## config.mk

```make
export PLATFORM = sky130hd
export DESIGN_NAME = y86_fetch_seq
export DESIGN_NICKNAME = d
export VERILOG_FILES = /design/src/rtl/y86_fetch_seq.sv
export SDC_FILE = /design/constraint.sdc
export NUM_CORES = 1
export LEC_CHECK = 0
export CORE_UTILIZATION = 43
export DETAILED_ROUTE_END_ITERATION = 10
export PLACE_DENSITY = 0.84
export SLEW_MARGIN = 20
export SYNTH_ARGS = -nofsm -noshare
export SYNTH_HDL_FRONTEND = slang
export SYNTH_SLANG_ARGS = --single-unit
```

## constraint.sdc

```tcl
create_clock -name CLK -period 3.3 [get_ports CLK]
set_clock_uncertainty 0.15 [all_clocks]
set_input_delay 0.66 -clock CLK [delete_from_list [all_inputs] [get_ports CLK]]
set_output_delay 0.66 -clock CLK [all_outputs]
set_load 0.03 [all_outputs]
```

## src/rtl/y86_fetch_seq.sv

```systemverilog
// Byte-serial instruction fetch sequencer for a single-cycle y86 core.
// Reads one byte per memory handshake, sizes the instruction from its icode and strobes step once per instruction.
module y86_fetch_seq (
  input  logic        CLK,
  input  logic        RESET,
  input  logic        run,
  input  logic [31:0] pc,
  output logic        mem_rd,
  output logic [31:0] mem_addr,
  input  logic [7:0]  mem_rdata,
  input  logic        mem_ready,
  output logic [47:0] InstrBytes,
  output logic        instr_valid,
  output logic        step,
  output logic        halted,
  output logic        illegal
);

  typedef enum logic [1:0] {IDLE, FETCH, ISSUE, HALTED} state_t;

  state_t      state, state_nxt;
  logic [2:0]  byte_count;
  logic [2:0]  len;
  logic [2:0]  len_cur;
  logic        bad_icode;
  logic        last_byte;

  function automatic logic [2:0] icode_len(input logic [3:0] icode);
    case (icode)
      4'h0, 4'h1, 4'h9:        icode_len = 3'd1;
      4'h2, 4'h6, 4'hA, 4'hB:  icode_len = 3'd2;
      4'h7, 4'h8:              icode_len = 3'd5;
      4'h3, 4'h4, 4'h5:        icode_len = 3'd6;
      default:                 icode_len = 3'd0;
    endcase
  endfunction

  // Byte 0 is sized straight off the bus so one-byte instructions finish in a single handshake.
  assign len_cur   = (byte_count == 3'd0) ? icode_len(mem_rdata[7:4]) : len;
  assign bad_icode = (byte_count == 3'd0) && (mem_rdata[7:4] >= 4'hC);
  assign last_byte = (byte_count + 3'd1) == len_cur;
  assign mem_addr  = pc + 32'(byte_count);

  always_ff @(posedge CLK) begin
    if (RESET) state <= IDLE;
    else       state <= state_nxt;
  end

  always_comb begin
    state_nxt = state;
    case (state)
      IDLE:   if (run) state_nxt = FETCH;
      FETCH:
        if (mem_ready) begin
          if (bad_icode)      state_nxt = HALTED;
          else if (last_byte) state_nxt = ISSUE;
        end
      ISSUE:
        if (InstrBytes[47:44] == 4'h0) state_nxt = HALTED;
        else if (run)                  state_nxt = FETCH;
        else                           state_nxt = IDLE;
      HALTED: state_nxt = HALTED;
      default: state_nxt = IDLE;
    endcase
  end

  always_comb begin
    mem_rd      = (state == FETCH);
    instr_valid = (state == ISSUE);
    step        = (state == ISSUE);
  end

  always_ff @(posedge CLK) begin
    if (RESET) begin
      byte_count <= 3'd0;
      len        <= 3'd0;
      InstrBytes <= 48'd0;
      halted     <= 1'b0;
      illegal    <= 1'b0;
    end else begin
      case (state)
        IDLE: byte_count <= 3'd0;
        FETCH:
          if (mem_ready) begin
            for (int k = 0; k < 6; k++)
              if (byte_count == 3'(k)) InstrBytes[47-8*k -: 8] <= mem_rdata;
            if (byte_count == 3'd0) len <= len_cur;
            if (bad_icode) begin
              illegal <= 1'b1;
              halted  <= 1'b1;
            end else if (!last_byte) begin
              byte_count <= byte_count + 3'd1;
            end
          end
        ISSUE: begin
          byte_count <= 3'd0;
          // A halt keeps its bytes visible; anything else clears for the next fetch.
          if (InstrBytes[47:44] == 4'h0) halted <= 1'b1;
          else                           InstrBytes <= 48'd0;
        end
        default: ;
      endcase
    end
  end

endmodule

```

# == After elaboration in Yosys (flattened, before gate mapping) ==
# Memory sizes are Yosys's and may differ from the RTL's.
# Index checks and enable logic that the tools add are counted.
# totals
ff_bits,58
rom_bits,48
wordCells,81
mem_count,1
# classes
addsub,2
order_cmp,1
n_eq_ne,23
mux,25
reduce_logical,18
# memory_table
memory,words,word_bits,read_ports,rd_clocked_by_memory_dff,write_ports,line,source
(no name shown),16,3,1,0,0,29,case (icode)
# ops
op,n
2-to-1 mux 48 bit,2
case mux 48 bit (2 select lines),1
2-to-1 mux 8 bit,6
adder 32 x 3 -> 32 bit,1
AND reduction 4 bit,8
"inequality test 2 x 1 -> 1 bit, second input constant",9
2-to-1 mux 3 bit,4
2-to-1 mux 2 bit,5
AND reduction 3 bit,3
"inequality test 2 bit, second input constant",4
case mux 2 bit (4 select lines),1
"== test 3 x 2 -> 1 bit, second input constant",2
"== test 3 bit, second input constant",2
case mux 3 bit (2 select lines),1
"== test 2 bit, second input constant",2
">= comparator 4 bit, second input constant",1
zero test 4 bit,1
2-to-1 mux 1 bit,4
nonzero test 2 bit,2
"adder 3 x 1 -> 3 bit, second input constant",1
"== test 3 x 1 -> 1 bit, second input constant",1
== test 3 bit,1
zero test 3 bit,1
"inequality test 3 x 1 -> 1 bit, second input constant",1
other kinds (5),5

# == Depth between registers and ports, before layout ==
# Gate-level depths: netlist of the first run.
# logic_depth
depth_word,7
depth_mapped,9
ltp_nobuf,9

# == Worst setup path after synthesis of the first run ==
# Ideal clock, no wire load.
# synth_path
kind,input-to-output
from,input port pc[0]
to,output port mem_addr[22]
arrival_time_ns,2.623
t_required_ns,2.490
path_slack_ns,-0.133
cell_stages,8
path_cell_list,ha_1 -> inv_1 -> fa_1 -> nor2b_1 -> o21bai_1 -> nor3_1 -> nand4_1 -> xnor2_1
# synth_via
elab_chain_cells,1
# synth_rtl
element,line,source
"start, declared",7,"input logic [31:0] pc,"
adder 32 x 3 -> 32 bit,42,assign mem_addr = pc + 32'(byte_count);
"end, declared",9,"output logic [31:0] mem_addr,"
# No other way between the ends.

# == Worst setup path in the final report of the first run ==
# layout_path
from,input port pc[3]
to,output port mem_addr[16]
# The elaborated chain is that of the path after synthesis.

==> results.sh, run 1 <==
export IMPL_synth_edf_count=0
export IMPL_ys_ff_latch=58
export IMPL_max_slew_margin_pct=53.4
export IMPL_ys_types=48
export IMPL_start_kind="input pin"
export IMPL_finalNonFillerCells=630
export IMPL_reg2reg_depth=9
export IMPL_synth_area_leaders="dfxtp_1 (37%), nor2_1 (10%), a32oi_1 (6.7%), xnor2_1 (5.6%), nand2_1 (4.0%)"
export IMPL_whs_ns=0.305
export IMPL_reg2reg_setup_slack_ns=0.44
export IMPL_vias=3433
export IMPL_die_area_um2=7630
export IMPL_synth_warning_count=0
export IMPL_power_uw=1880
export IMPL_fin_util_pct=72.5
export IMPL_synth_flop_cell="dfxtp_1"
export IMPL_clock_path_buffers=2
export IMPL_worstSkewPairLatency_ns=0.33
export IMPL_r2r_end="byte_count[0]"
export IMPL_drcViolationCount=0
export IMPL_ys_seq_area_share_pct=37.1
export IMPL_p_leak_uw=0.00206
export IMPL_max_cap_violations=0
export IMPL_wl_per_cell_um=15.8
export IMPL_crit_path_end_kind="output pin"
export IMPL_required_ns=2.49
export IMPL_die_x_um=87.3
export IMPL_synth_top_area_share_pct=37.1
export IMPL_cts_sinks=58
export IMPL_clk_pin_slew_ns=0.07
export IMPL_max_stage_delay_ns=0.54
export IMPL_crit_arrival_ns=2.42
export IMPL_period_minus_slack_ns=3.23
export IMPL_netlist_area_um2=3130
export IMPL_postLayoutSetupSlackWorst_ns=0.0664
export IMPL_grt_max_degree=39
export IMPL_fill_cells=522
export IMPL_antenna_found_initial=0
export IMPL_htreeDepth=3
export IMPL_yosysMostFrequentCell="nor2_1"
export IMPL_grt_pass1_wl_um=15700
export IMPL_drv_slew=0
export IMPL_n_antenna_cell=0
export IMPL_syn_instance_count=382
export IMPL_track_usage_pct=26.1
export IMPL_drive_above_1_share_pct=24.2
export IMPL_start_util_pct=45.3
export IMPL_place_ws_ns=-0.461
export IMPL_r2r_start="byte_count[0]"
export IMPL_drtAntennaViolNets=0
export IMPL_path_cells="clkdlybuf4s50_1 -> nand2_2 -> o21bai_2 -> or3_4 -> nor2_4 -> xor2_2 -> buf_6"
export IMPL_gp_congestion=0.826
export IMPL_grt_overflow=0
export IMPL_async_flop_share_pct=0
export IMPL_path_class="input pin to output pin"
export IMPL_synth_largest_area_cell="dfxtp_1"
export IMPL_clock_fmax_mhz=309
export IMPL_routed_wirelength_um=9970
export IMPL_fin_nets=582
export IMPL_finalHoldViolCount=0
export IMPL_coreArea_um2=6910
export IMPL_cts_tree="yes"
export IMPL_num_rows=30
export IMPL_cpMaxStageDelayCell="clkdlybuf4s50_1"
export IMPL_portBuffers=128
export IMPL_netlist_top_cells_count="nor2_1 (83), dfxtp_1 (58), nand2_1 (33)"
export IMPL_syn_num_nets=435
export IMPL_setup_violations=0
export IMPL_vdd_ir_drop_max_mv=0.323
export IMPL_area_growth_pct=59.9
export IMPL_place_inst=609
export IMPL_outcome="finished clean"
export IMPL_cts_made_buffers=9
export IMPL_post_route_period_util_pct=98.0
export IMPL_place_hpwl_um=6920
export IMPL_hold_class="flop to flop"
export IMPL_grt_pass1_vias=3309
export IMPL_tightest_slew_ns=0.698
export IMPL_io_pins=129
export IMPL_syn_area_per_cell_um2=8.20
export IMPL_holdBufCountCts=0
export IMPL_powerDensity_nw_per_um2=375
export IMPL_min_to="illegal"
export IMPL_dr_pass1_iters=5
export IMPL_hold_depth=2
export IMPL_worstPathMaxFanout=4
export IMPL_die_h_um=87.3
export IMPL_ctsRootBufferMaster="clkbuf_8"
export IMPL_routed_via_density=5.45
export IMPL_min_from="illegal"
export IMPL_drt_iter0_markers=142
-- layer usage --
| metal | vias up | part of all wire, % | global-route usage (%) |
|---|---|---|---|
| met5 | - | 0 | 0 |
| met4 | 0 | 2.0 | 9.09 |
| met3 | 21 | 11 | 8.53 |
| met2 | 199 | 48 | 45.6 |
| met1 | 1589 | 39 | 29.8 |
| li1 | 1624 | - | - |
-- logic make-up (layout without fill, tap and decap cells) --
kind of cell,Yosys count,in the layout,share of synthesized area (%)
buffers and inverters,37,189,5.24
xor gates and xnor gates,31,31,9.27
muxes,5,5,2.16
and+or+nand+nor,176,176,26.3
DFF,58,58,37.1
AOI/OAI and AO/OA,66,66,16.1
adders and majority gates,9,9,3.84
-- worst max-delay path: cells and delay by family --
| family | cells | cell delay (ns) |
|---|---|---|
| xor gates and xnor gates | 1 | 0.18 |
| buffers and inverters | 2 | 0.69 |
| and+or+nand+nor | 3 | 0.64 |
| AOI/OAI and AO/OA | 1 | 0.25 |
-- stage by stage --
stage	area, µm²	TNS, ns
after global placement	4590	-6.53
final	5000	0
after detailed placement	4590	-7.98
after global routing	5000	-0.0204
after CTS	4950	-0.0108
after floorplan	3180	0
-- report_power, final --
group | switching [µW] | leakage [µW] | internal [µW] | total, µW
combinational | 206 | 0.00146 | 159 | 365
clock | 289 | 0.000123 | 501 | 791
sequential | 9.50 | 0.000470 | 712 | 722
-- cells in the final DEF (no fill, tap or decap), drive strengths merged, types with 4 or more instances in the layout --
cell type,n
clkdlybuf4s50,81
ha,8
mux2i,4
dfxtp,58
clkinv,4
a31oi,16
xor2,10
nor2b,5
nor2,83
dlymetal6s2s,6
clkbuf,13
a32oi,24
buf,65
a22oi,5
nand2,34
and3,9
inv,13
a21oi,11
xnor2,21
nand3,19
nor3,4
-- flip-flops by register name, summed over array words and instances, names as in the netlist --
signal / cells
byte_count: 3
state: 2
illegal: 1
halted: 1
len: 3
InstrBytes: 48
-- area by class of cell --
type	count	area [µm²]	area share, %
repair buffers	160	1440	28.8
clock buffers	9	124	2.48
well taps	96	120	2.40
clock inverters	7	118	2.35
inverters	13	48.8	0.975
flip-flops and latches	58	1160	23.3
multi-input cells	287	1990	39.7
-- how the worst max path moves through the flow --
stage	startpoint	endpoint	slack [ns]
after floorplan	pc[0]	mem_addr[22]	0.01
after global placement	pc[0]	mem_addr[18]	-0.41
after detailed placement	pc[0]	mem_addr[18]	-0.46
after CTS	pc[1]	mem_addr[13]	-0.01
after global routing	pc[3]	mem_addr[30]	-0.01
final	pc[3]	mem_addr[16]	0.07
-- timing repair --
item | 4_1_cts | 5_1_grt
endpoints found under the setup margin | 27 | 20
gates resized for setup | 40 | 21
buffers inserted | 2 | 3
pin swaps | 16 | 12
endpoints found under the hold margin | 0 | 0
cloned | 0 | 0
(Power assumes the default switching activity.)
==> run 2, diff against run 1 <==
HOLD_SLACK_MARGIN = 0.08   (was default)
SLEW_MARGIN = 10   (was 20)
==> results of run 2 <==
Same layout as run 1: the final DEF is identical, and so are final timing and power.
